[src/rtl/alu8_op_sequencer.sv]
// Command-driven sequencer for the 8-bit ALU datapath, with a shift-add multiplier.
// It accepts one operation at a time and holds the result and flags until the consumer takes it.
module alu8_op_sequencer #(
  parameter int WIDTH      = 8,
  parameter int MUL_CYCLES = WIDTH
) (
  input  logic               clk,
  input  logic               rst_n,
  input  logic               cmd_valid,
  output logic               cmd_ready,
  input  logic [2:0]         cmd_op,
  input  logic [WIDTH-1:0]   in_a,
  input  logic [WIDTH-1:0]   in_b,
  output logic               res_valid,
  input  logic               res_ready,
  output logic [2*WIDTH-1:0] out,
  output logic               flag_zero,
  output logic               flag_carry,
  output logic               busy
);

  localparam int CW = $clog2(MUL_CYCLES + 1);
  localparam logic [CW-1:0] LAST_ITER = CW'(MUL_CYCLES - 1);

  localparam logic [2:0] OP_ADD  = 3'b000;
  localparam logic [2:0] OP_SUB  = 3'b001;
  localparam logic [2:0] OP_AND  = 3'b010;
  localparam logic [2:0] OP_OR   = 3'b011;
  localparam logic [2:0] OP_XOR  = 3'b100;
  localparam logic [2:0] OP_NOT  = 3'b101;
  localparam logic [2:0] OP_MUL  = 3'b110;
  localparam logic [2:0] OP_PASS = 3'b111;

  typedef enum logic [1:0] {
    ST_IDLE = 2'd0,
    ST_EXEC = 2'd1,
    ST_MUL  = 2'd2,
    ST_DONE = 2'd3
  } state_t;

  state_t               state_r, state_s;
  logic [2:0]           op_r;
  logic [WIDTH-1:0]     a_r, b_r;
  logic [2*WIDTH-1:0]   acc_r, acc_s, mcand_r;
  logic [WIDTH-1:0]     mplier_r;
  logic [CW-1:0]        cnt_r;
  logic [2*WIDTH-1:0]   out_r;
  logic                 zero_r, carry_r;
  logic                 cmd_ready_r, res_valid_r, busy_r;
  logic [2*WIDTH:0]     alu_s;

  // Single-cycle ALU result; bit 2*WIDTH carries the ADD carry-out or SUB borrow.
  function automatic logic [2*WIDTH:0] alu_f(input logic [2:0] op,
                                             input logic [WIDTH-1:0] a,
                                             input logic [WIDTH-1:0] b);
    logic [WIDTH:0]   wide;
    logic [WIDTH-1:0] r;
    logic             c;
    wide = {(WIDTH+1){1'b0}};
    r    = {WIDTH{1'b0}};
    c    = 1'b0;
    case (op)
      OP_ADD: begin
        wide = {1'b0, a} + {1'b0, b};
        r    = wide[WIDTH-1:0];
        c    = wide[WIDTH];
      end
      OP_SUB: begin
        wide = {1'b0, a} - {1'b0, b};
        r    = wide[WIDTH-1:0];
        c    = wide[WIDTH];
      end
      OP_AND:  r = a & b;
      OP_OR:   r = a | b;
      OP_XOR:  r = a ^ b;
      OP_NOT:  r = ~a;
      OP_PASS: r = b;
      default: r = {WIDTH{1'b0}};
    endcase
    return {c, {WIDTH{1'b0}}, r};
  endfunction

  assign alu_s = alu_f(op_r, a_r, b_r);

  // Multiplier partial sum: the multiplicand is pre-shifted, so it is added as-is.
  always_comb begin
    acc_s = acc_r;
    if (mplier_r[0]) begin
      acc_s = acc_r + mcand_r;
    end else begin
      acc_s = acc_r;
    end
  end

  // Next-state decode.
  always_comb begin
    state_s = state_r;
    case (state_r)
      ST_IDLE: begin
        if (cmd_valid) begin
          state_s = (cmd_op == OP_MUL) ? ST_MUL : ST_EXEC;
        end else begin
          state_s = ST_IDLE;
        end
      end
      ST_EXEC: state_s = ST_DONE;
      ST_MUL: begin
        if (cnt_r == LAST_ITER) begin
          state_s = ST_DONE;
        end else begin
          state_s = ST_MUL;
        end
      end
      ST_DONE: begin
        if (res_ready) begin
          state_s = ST_IDLE;
        end else begin
          state_s = ST_DONE;
        end
      end
      default: state_s = ST_IDLE;
    endcase
  end

  // State register.
  always_ff @(posedge clk) begin
    if (!rst_n) begin
      state_r <= ST_IDLE;
    end else begin
      state_r <= state_s;
    end
  end

  // Handshake and status outputs, registered from the next state.
  always_ff @(posedge clk) begin
    if (!rst_n) begin
      cmd_ready_r <= 1'b1;
      res_valid_r <= 1'b0;
      busy_r      <= 1'b0;
    end else begin
      cmd_ready_r <= (state_s == ST_IDLE);
      res_valid_r <= (state_s == ST_DONE);
      busy_r      <= (state_s == ST_EXEC) || (state_s == ST_MUL);
    end
  end

  // Operand capture, multiplier iteration and result/flag registers.
  always_ff @(posedge clk) begin
    if (!rst_n) begin
      op_r     <= 3'b000;
      a_r      <= {WIDTH{1'b0}};
      b_r      <= {WIDTH{1'b0}};
      acc_r    <= {(2*WIDTH){1'b0}};
      mcand_r  <= {(2*WIDTH){1'b0}};
      mplier_r <= {WIDTH{1'b0}};
      cnt_r    <= {CW{1'b0}};
      out_r    <= {(2*WIDTH){1'b0}};
      zero_r   <= 1'b0;
      carry_r  <= 1'b0;
    end else begin
      case (state_r)
        ST_IDLE: begin
          if (cmd_valid) begin
            op_r     <= cmd_op;
            a_r      <= in_a;
            b_r      <= in_b;
            acc_r    <= {(2*WIDTH){1'b0}};
            mcand_r  <= {{WIDTH{1'b0}}, in_a};
            mplier_r <= in_b;
            cnt_r    <= {CW{1'b0}};
          end
        end
        ST_EXEC: begin
          out_r   <= alu_s[2*WIDTH-1:0];
          zero_r  <= (alu_s[2*WIDTH-1:0] == {(2*WIDTH){1'b0}});
          carry_r <= alu_s[2*WIDTH];
        end
        ST_MUL: begin
          acc_r    <= acc_s;
          mcand_r  <= mcand_r << 1;
          mplier_r <= mplier_r >> 1;
          cnt_r    <= cnt_r + CW'(1);
          // The last iteration's sum goes straight to the output, saving a cycle.
          if (cnt_r == LAST_ITER) begin
            out_r   <= acc_s;
            zero_r  <= (acc_s == {(2*WIDTH){1'b0}});
            carry_r <= 1'b0;
          end
        end
        ST_DONE: begin
          out_r <= out_r;
        end
        default: begin
          out_r <= out_r;
        end
      endcase
    end
  end

  assign cmd_ready  = cmd_ready_r;
  assign res_valid  = res_valid_r;
  assign busy       = busy_r;
  assign out        = out_r;
  assign flag_zero  = zero_r;
  assign flag_carry = carry_r;

endmodule

[config.mk]
export PLATFORM = sky130hd
export DESIGN_NAME = alu8_op_sequencer
export DESIGN_NICKNAME = d
export VERILOG_FILES = /design/src/rtl/alu8_op_sequencer.sv
export SDC_FILE = /design/constraint.sdc
export NUM_CORES = 1
export LEC_CHECK = 0
export CAP_MARGIN = 10
export CORE_UTILIZATION = 59
export CTS_CLUSTER_SIZE = 8
export DETAILED_ROUTE_END_ITERATION = 6
export GPL_TIMING_DRIVEN = 0
export HOLD_SLACK_MARGIN = 0.03
export PLACE_DENSITY = 0.79
export SLEW_MARGIN = 20
export SYNTH_ARGS = -nofsm -noshare
export SYNTH_HDL_FRONTEND = slang
export SYNTH_SLANG_ARGS = --single-unit
[constraint.sdc]
create_clock -name clk -period 3.23 [get_ports clk]
set_clock_uncertainty 0.1 [all_clocks]
set_input_delay 0.323 -clock clk [delete_from_list [all_inputs] [get_ports clk]]
set_output_delay 0.323 -clock clk [all_outputs]
set_load 0.05 [all_outputs]
=== Yosys cells after proc, flatten, opt, wreduce, memory -nomap -nowiden ===
Cells that the tools add are included.

* Register bits: 86

* Eq/ne operators: 16
* Mux-type cells: 22
* Reduce and logical (&&, ||, !) cells: 11
* Bitwise gates (word level): 4
* Add/sub/neg operators: 4

{| class="wikitable"
|+ Operator list
! kind !! number
|-
| case mux 16 bit (2 select lines) || 3
|-
| 2-to-1 mux 16 bit || 4
|-
| case mux 8 bit (7 select lines) || 1
|-
| logical NOT 16 bit || 2
|-
| adder 16 bit || 1
|-
| case mux 8 bit (2 select lines) || 1
|-
| equality test 3 bit (second input constant) || 4
|-
| adder 8 x 8 -> 9 bit || 1
|-
| subtractor 8 x 8 -> 9 bit || 1
|-
| bitwise AND 8 bit || 1
|-
| equality test 2 bit (second input constant) || 4
|-
| 2-to-1 mux 8 bit || 1
|-
| inverter 8 bit || 1
|-
| OR 8 bit || 1
|-
| case mux 2 bit (4 select lines) || 1
|-
| case mux 4 bit (2 select lines) || 1
|-
| bitwise XOR 8 bit || 1
|-
| equality test 3 x 2 -> 1 bit (second input constant) || 2
|-
| 2-to-1 mux 2 bit || 3
|-
| case mux 1 bit (2 select lines) || 3
|-
| AND reduction 2 bit || 3
|-
| adder 4 x 1 -> 4 bit (second input constant) || 1
|-
| equality test 2 x 1 -> 1 bit (second input constant) || 2
|-
| equality test 4 x 3 -> 1 bit (second input constant) || 1
|-
| 8 further kinds || 13
|}

=== Logic depth before layout (Yosys ltp) ===
Gate-level depths: netlist of run 1.

* Depth after elaboration: 6
* Depth in mapped cells: 11
* Gate-level depth less buffers: 11

=== Least setup slack after synthesis of run 1 ===
No wires, ideal clock.

* Path type: register -> register
* Start point: reg acc_r[0]
* End point: reg zero_r (netlist: flag_zero)
* Period minus slack after synthesis: 2.839 ns
* Library setup time: 0.059 ns
* Data arrival time: 2.681 ns
* Required time: 3.071 ns
* Stages on the path, launching flop included: 11
* Setup slack: 0.391 ns
* Cell sequence: dfxtp_1 > ha_1 > fa_1 > xnor2_1 > a21oi_1 > or4_1 > a211o_1 > nor4_1 > o2111ai_1 > a2111oi_2 > a31o_1

* Longest elaborated chain between the ends: 5

{| class="wikitable"
|+ Ends and longest elaborated chain
! element !! line !! source
|-
| start, declared || 44 || <nowiki>logic [2*WIDTH-1:0] acc_r, acc_s, mcand_r;</nowiki>
|-
| start signal, assigned || 153 || <nowiki>acc_r <= {(2*WIDTH){1'b0}};</nowiki>
|-
| start signal, assigned || 167 || <nowiki>acc_r <= {(2*WIDTH){1'b0}};</nowiki>
|-
| start signal, assigned || 179 || <nowiki>acc_r <= acc_s;</nowiki>
|-
| adder 16 bit || 89 || <nowiki>acc_s = acc_r + mcand_r;</nowiki>
|-
| 2-to-1 mux 16 bit * || 88 || <nowiki>if (mplier_r[0]) begin</nowiki>
|-
| logical NOT 16 bit * || 186 || <nowiki>zero_r <= (acc_s == {(2*WIDTH){1'b0}});</nowiki>
|-
| 2-to-1 mux 1 bit * || 184 || <nowiki>if (cnt_r == LAST_ITER) begin</nowiki>
|-
| case mux 1 bit (2 select lines) * || 161 || <nowiki>case (state_r)</nowiki>
|-
| end signal, assigned || 175 || <nowiki>zero_r <= (alu_s[2*WIDTH-1:0] == {(2*WIDTH){1'b0}});</nowiki>
|-
| end signal, assigned || 186 ||
|-
| end, declared || 48 || <nowiki>logic zero_r, carry_r;</nowiki>
|}

Mark *: on every way between the ends. The rest lies on a longest branch, timed or not. The select of a mux whose other input is x is not followed.
A chain may end at the register's enable or synchronous reset.

=== Worst setup path after layout of run 1 ===
Same ends and word-level chain as after synthesis.

==> results of run 1 <==
layout make-up:
cell class,count,share of cell area
well taps,111,0.0217
clock inverters,7,0.0113
repair buffers,44,0.0685
multi-input cells,576,0.563
plain buffers,46,0.0278
flip-flops and latches,86,0.269
clock buffers,9,0.0194
inverters,33,0.0194
cell usage after synthesis, types with 4 or more instances:
library cell	count	share of area
a221oi_1	5	0.0079
or4_1	4	0.0054
buf_1	4	0.0027
a21oi_1	85	0.076
o2111ai_1	4	0.0063
inv_1	32	0.022
nand4_1	7	0.0079
a211oi_1	7	0.0094
xnor2_1	6	0.0094
xor2_1	6	0.0094
nor2b_1	12	0.013
and2_1	8	0.0090
ha_1	43	0.097
clkbuf_1	40	0.027
nand2b_1	17	0.019
nand2_1	122	0.082
nand3_1	31	0.028
a31oi_1	28	0.031
nor3_1	10	0.0090
mux2i_1	11	0.020
o21ai_0	22	0.020
dfxtp_1	86	0.31
a21o_1	9	0.012
nor2_1	58	0.039
o21a_1	6	0.0081
o211ai_1	9	0.012
sequential cells by signal, indices dropped and copies added, names as in the netlist, 2 cells and up:
register and count:
a_r 8, acc_r 16, b_r 8, cnt_r 4, mcand_r 16, mplier_r 8, op_r 3, out 16
state_r 2
cells by family (layout without fill, tap and decap cells):
logic type | count (synthesis) | count (layout) | synth area share
adder cells (fa/ha/maj) | 46 | 46 | 0.107
AND/OR/NAND/NOR | 286 | 286 | 0.235
multiplexers | 14 | 14 | 0.0258
buffers and inverters | 79 | 139 | 0.0542
AO/OA/AOI/OAI | 218 | 218 | 0.249
XOR/XNOR | 12 | 12 | 0.0189
flip-flops | 86 | 86 | 0.309
what timing repair did:
item                                   CTS  global route
endpoints found under the hold margin    0             0
setup endpoints to repair                1             1
pin swaps                                8             1
buffers inserted                         1             0
resized for setup                        7             4
stage by stage:
stage          total power [mW]  setup TNS, ns  setup slack [ns]  std cells
6_report                   2.79              0             0.119        912
5_1_grt                    2.89              0            0.0377        912
4_1_cts                    2.75              0          0.000710        912
3_5_place_dp               1.98        -0.0612           -0.0612        895
3_3_place_gp               1.96              0            0.0103        895
2_1_floorplan              1.74              0             0.391        741
critical path: stages, from the launching register on:
cell       delay (ns)
dfxtp_2          0.35
ha_2             0.21
fa_2             0.39
xnor2_2          0.15
a21oi_1          0.10
or4_1            0.50
a211o_1          0.28
nor4_2           0.30
o2111ai_2        0.22
a2111oi_4        0.28
a31o_1           0.19
path summary, 6_finish.rpt:
path	start	endpoint	slack, ns	depth (start not counted)
worst max-delay path	acc_r[0]	flag_zero	0.12	10
worst min-delay path	mplier_r[7]	mplier_r[7]	0.37	2
worst max register to register	acc_r[0]	flag_zero	0.12	10
worst min register to register	mplier_r[7]	mplier_r[7]	0.37	2
layer usage:
layer  routed length (microns)  share of wire
met1                      7160           0.43
met5                         0              0
met2                      7360           0.44
met4                       412          0.025
met3                      1630          0.098
where the power goes:
part           internal, mW  total, mW  switching, mW
logic                 0.280      0.804          0.524
registers              1.12       1.19         0.0668
clock network         0.306      0.790          0.485
total                  1.71       2.79           1.08
cells in the final DEF, fill, tap and decap left out, types with 4 or more instances in the layout:
cell and count:
a211oi_1 5, a21o_1 9, a21oi_1 84, a221oi_1 5, a31oi_1 28, and2_1 8
buf_1 4, clkbuf_1 40, clkbuf_8 9, clkdlybuf4s50_1 43, dfxtp_1 85, ha_1 42
inv_1 32, mux2i_1 11, nand2_1 122, nand2b_1 17, nand3_1 31, nand4_1 7
nor2_1 58, nor2b_1 12, nor3_1 9, o211ai_1 9, o21a_1 6, o21ai_0 22
or4_1 4, xnor2_1 5, xor2_1 6
==> summary.txt, run 1 <==
Status
  – Run status: completed

Floorplan
  – Die area: 0.00983 sq mm
  – Floorplan die width: 99.1 microns
  – Core Box Area: 0.00920 sq mm
  – Top-level I/O count: 44
  – Die extent in y: 99.1 microns
  – Initial Util: 0.605
  – Num rows: 35

Finish
  – Area taken by flip-flops and latches: 0.00172 sq mm
  – Final core utilization: 0.696
  – Fraction of layout instances using a drive strength above 1: 0.0537
  – Number of diodes: 0
  – Area taken by multi-input logic gates: 0.00360 sq mm
  – Filler Cells Inserted: 794
  – P&R area growth vs syn: 14.9%
  – Final standard cell area without fillers: 0.00640 sq mm
  – Number of nets in the layout: 865

Critical path
  – Data required time at the worst endpoint: 3.45 ns
  – Kind of critical path: register to register
  – Sort of element at the end of the critical path: register
  – Maximum fanout along the worst path: 3
  – Critical path launch point type: register
  – Arrival time reported for the critical path endpoint: 3.33 ns

CTS
  – Clock-pin slew on the worst setup and hold paths: 0.10 ns
  – CTS root buf: clkbuf_8
  – Worst-skew pair later-pin latency: 0.38 ns
  – Hold bufs inserted after CTS: 0
  – Max H-tree Level: 3
  – Total clock buffers created by CTS: 9
  – Clock tree from TritonCTS: done
  – Max Buffers Root-to-Sink: 2
  – Number of sinks handled by clock tree synthesis: 86

Drt
  – Antenna-violating nets left: 0
  – Routed Wire Length: 16600 microns
  – Iter 0 DRT Violations: 500
  – Vias: 5724
  – Wire length per cell after detailed routing: 18.2 microns
  – Number of vias per cell: 6.28
  – Drt pass-1 iters: 6
  – Post-route DRC: 0

Power
  – Leakage power of the design: 2.41 nW
  – Peak supply drop: 291 uV
  – Power per Cell Area: 435 mW/mm^2

STA
  – Period utilization: 0.963
  – Pins over their slew limit: 0
  – Tightest slew margin relative to the limit: 0.523
  – Number of endpoints failing setup at the final stage: 0
  – Final critical-path required period: 3.11 ns
  – Maximum achievable frequency: 321 MHz
  – Setup repair after global routing missed its margin: no
  – Number of endpoints with negative hold slack in the final report: 0
  – Actual transition at the worst max-transition pin: 0.713 ns
  – Worst hold margin: 0.368 ns

Placed design
  – Cell area after placement: 0.00614 sq mm
  – Half-perimeter wire length of the detailed placement result: 12400 microns
  – Number of buffer cells added on primary ports: 43
  – GPL Wtd Cong: 0.959

Logic synthesis
  – Synth Flop Type: dfxtp_1
  – Number of distinct library cells after synthesis: 66
  – Ys async rst share: 0
  – Synthesized net count: 810
  – Post-Synthesis Cells: 741
  – Avg Inst Size Synth: 7.51 sq um
  – Number of enable-type register cells in the synthesized netlist: 0
  – Post-synthesis instance area: 0.00557 sq mm
  – Sequential area share after synthesis: 0.309
  – Synthesis warning total: 0
  – Synthesized flop and latch total: 86

Global routing
  – Aggregate global routing overflow: 0
  – GRT busiest layer: met2
  – Initial antenna violation count: 0
  – Met1 usage in global routing: 0.484
  – GR Layer Usage met3: 0.0506
  – Met2 demand-to-capacity share in global routing: 0.532
  – First-pass GRT wire length: 26300 microns
  – Maximum number of pins on one net before global-route repair: 19
  – Global-route usage over all layers: 0.341
  – Number of global-route vias before repair: 5228

Min path
  – Worst Hold Class: register to register

Run
  – Max-cap check violation count: 0
(Power assumes the default switching activity.)
==> run 2: changes to the inputs <==
--- a/config.mk
+++ b/config.mk
@@ -12,7 +12,9 @@
 export GPL_TIMING_DRIVEN = 0
 export HOLD_SLACK_MARGIN = 0.03
 export PLACE_DENSITY = 0.79
+export RECOVER_POWER = 100
 export SLEW_MARGIN = 20
 export SYNTH_ARGS = -nofsm -noshare
 export SYNTH_HDL_FRONTEND = slang
 export SYNTH_SLANG_ARGS = --single-unit
+export TNS_END_PERCENT = 1
==> summary.txt, run 2 (same netlist as run 1, synthesis figures left out) <==
Status
  – Run status: completed

CTS
  – Max Buffers Root-to-Sink: 2 (unchanged)
  – Clock-pin slew on the worst setup and hold paths: 0.10 ns (about the same)
  – Total clock buffers created by CTS: 9 (unchanged)
  – Clock tree from TritonCTS: done
  – Max H-tree Level: 3 (unchanged)
  – CTS root buf: clkbuf_8
  – Worst-skew pair later-pin latency: 0.38 ns (about the same)
  – Number of sinks handled by clock tree synthesis: 86 (unchanged)

STA
  – Period utilization: 0.967 (+0.00423)
  – Number of endpoints with negative hold slack in the final report: 0 (unchanged)
  – Pins over their slew limit: 0 (unchanged)
  – Actual transition at the worst max-transition pin: 0.734 ns (+0.0210 ns)
  – Final critical-path required period: 3.12 ns (+0.0137 ns)
  – Maximum achievable frequency: 320 MHz (-0.44%)
  – Tightest slew margin relative to the limit: 0.511 (-0.0122)
  – Setup repair after global routing missed its margin: no
  – Number of endpoints failing setup at the final stage: 0 (unchanged)
  – TNS Setup: 0 ns (unchanged)

Finish
  – Filler Cells Inserted: 798 (+0.50%)
  – Number of diodes: 0 (unchanged)
  – Area taken by multi-input logic gates: 0.00359 sq mm (-0.14%)
  – Area taken by flip-flops and latches: 0.00172 sq mm (unchanged)
  – Most common cell after layout, fill and taps aside: nand2_1
  – Fraction of layout instances using a drive strength above 1: 0.0474 (-0.00624)
  – Final core utilization: 0.695 (-0.00109)
  – Most frequent cells in the layout: nand2_1 (122), dfxtp_1 (85), a21oi_1 (84)
  – Number of nets in the layout: 865 (unchanged)
  – Count of placed standard cells in the final layout, fillers left out: 912 (unchanged)
  – Final standard cell area without fillers: 0.00639 sq mm (-0.16%)
  – P&R area growth vs syn: 14.7%

Global routing
  – First-pass GRT wire length: 26300 microns (unchanged)
  – Initial antenna violation count: 0 (unchanged)
  – Maximum number of pins on one net before global-route repair: 19 (unchanged)
  – Number of global-route vias before repair: 5228 (unchanged)
  – Aggregate global routing overflow: 0 (unchanged)
  – Global-route usage over all layers: 0.341 (unchanged)

Power
  – Leakage power of the design: 2.46 nW (+2.4%)
  – Switch share: 0.387 (+0.000681)
  – Peak supply drop: 289 uV (-0.51%)
  – Sequential group share of total power: 0.429 (about the same)
  – Net Switching: 1.07 mW (-0.32%)
  – Clock share of power: 0.284 (about the same)
  – Combinational cell fraction of total power: 0.286 (-0.003)
  – Tot Pwr: 2.77 mW (-0.49%)
  – Int Power: 1.70 mW (-0.60%)
  – Power per Cell Area: 434 mW/mm^2 (-0.34%)

Placed design
  – Number of placed instances with taps included: 895 (unchanged)
  – Cell area after placement: 0.00614 sq mm (unchanged)
  – GPL Wtd Cong: 0.959 (unchanged)
  – Number of buffer cells added on primary ports: 43 (unchanged)
  – Half-perimeter wire length of the detailed placement result: 12400 microns (unchanged)

Critical path
  – Sort of element at the end of the critical path: register
  – Data required time at the worst endpoint: 3.45 ns (about the same)
  – Cells along the critical path: ha_2 > fa_2 > xnor2_2 > a21oi_1 > or4_1 > a211o_1 > nor4_2 > o2111ai_2 > a2111oi_4 > a31o_1
  – Critical path launch point type: register
  – Arrival time reported for the critical path endpoint: 3.35 ns (+0.02 ns)
  – Slack of the worst reg-to-reg path: 0.11 ns (about the same)
  – Slowest cell delay on critical path: 0.51 ns (about the same)
  – Kind of critical path: register to register
  – Maximum fanout along the worst path: 3 (unchanged)
  – Slowest stage cell, crit path: or4_1

Min path
  – Worst Hold Class: register to register

Run
  – Max-cap check violation count: 0 (unchanged)

Drt
  – Antenna-violating nets left: 0 (unchanged)
  – Number of vias per cell: 6.30 (+0.37%)
  – Drt pass-1 iters: 6 (unchanged)
  – Post-route DRC: 0 (unchanged)
  – Routed Wire Length: 16500 microns (-0.30%)
  – Wire length per cell after detailed routing: 18.1 microns (-0.30%)
  – Vias: 5745 (+0.37%)
  – Iter 0 DRT Violations: 436 (-13%)

Floorplan
  – Die extent in y: 99.1 microns (unchanged)
  – Initial Util: 0.605 (unchanged)
  – Top-level I/O count: 44 (unchanged)
  – Die area: 0.00983 sq mm (unchanged)
  – Core Box Area: 0.00920 sq mm (unchanged)
  – Num rows: 35 (unchanged)
  – Floorplan die width: 99.1 microns (unchanged)
## run 2: cell count changes in the layout (fill, tap and decap cells not counted), sizes merged
cell,previous run,this run
clkbuf,49,54
clkdlybuf4s50,43,20
dlygate4sd3,0,23
buf,7,2
## run 2: worst paths after layout
| kind | start | endpoint | depth (start not counted) |
|---|---|---|---|
| worst min register to register | out[5] | out[5] | 2 |
| worst min-delay path | out[5] | out[5] | 2 |
| worst max register to register | acc_r[0] | flag_zero | 10 |
| worst max-delay path | acc_r[0] | flag_zero | 10 |
## run 2: power by group through the flow
stage	Combinational, mW	Clock, mW	Sequential (mW)
after detailed placement	0.773	0	1.21
after CTS	0.784	0.782	1.19
after global placement	0.756	0	1.21
after global routing	0.858	0.822	1.20
after floorplan	0.479	0	1.26
final	0.793	0.788	1.19
## run 2: repair_timing
item / CTS / global route
gates cloned: 0 / 0
resized for setup: 7 / 4
setup endpoints to repair: 1 / 1
hold buffers: 0 / 0
pin swaps: 8 / 1
setup buffers: 1 / 0
## run 2: metrics by stage
stage | worst slack [ns] | hold WS (ns)
2_1_floorplan | 0.391 | 0.315
3_3_place_gp | 0.0103 | 0.334
3_5_place_dp | -0.0612 | 0.353
4_1_cts | 0.000710 | 0.365
5_1_grt | 0.0378 | 0.398
6_report | 0.105 | 0.366
## run 2: cell type report
cell class              instances  share of cell area
repair buffers                 44              0.0686
well taps                     111              0.0217
flip-flops and latches         86               0.270
clock inverters                 7              0.0114
plain buffers                  46              0.0270
clock buffers                   9              0.0194
inverters                      33              0.0194
multi-input cells             576               0.563
## run 2: per-layer routing
metal	global-route usage	up-vias	wire (microns)
li1	-	2736	-
met1	0.484	2672	7220
met2	0.532	300	7370
met3	0.0506	37	1540
met4	0.118	0	383
met5	0	-	0
## run 2: worst max-delay path, delay by kind of cell (launching register included)
kind | cells | cell delay (ns)
xor+xnor | 1 | 0.15
flops | 1 | 0.35
simple gates | 2 | 0.82
fa+ha+maj | 2 | 0.60
compound gates | 5 | 1.07
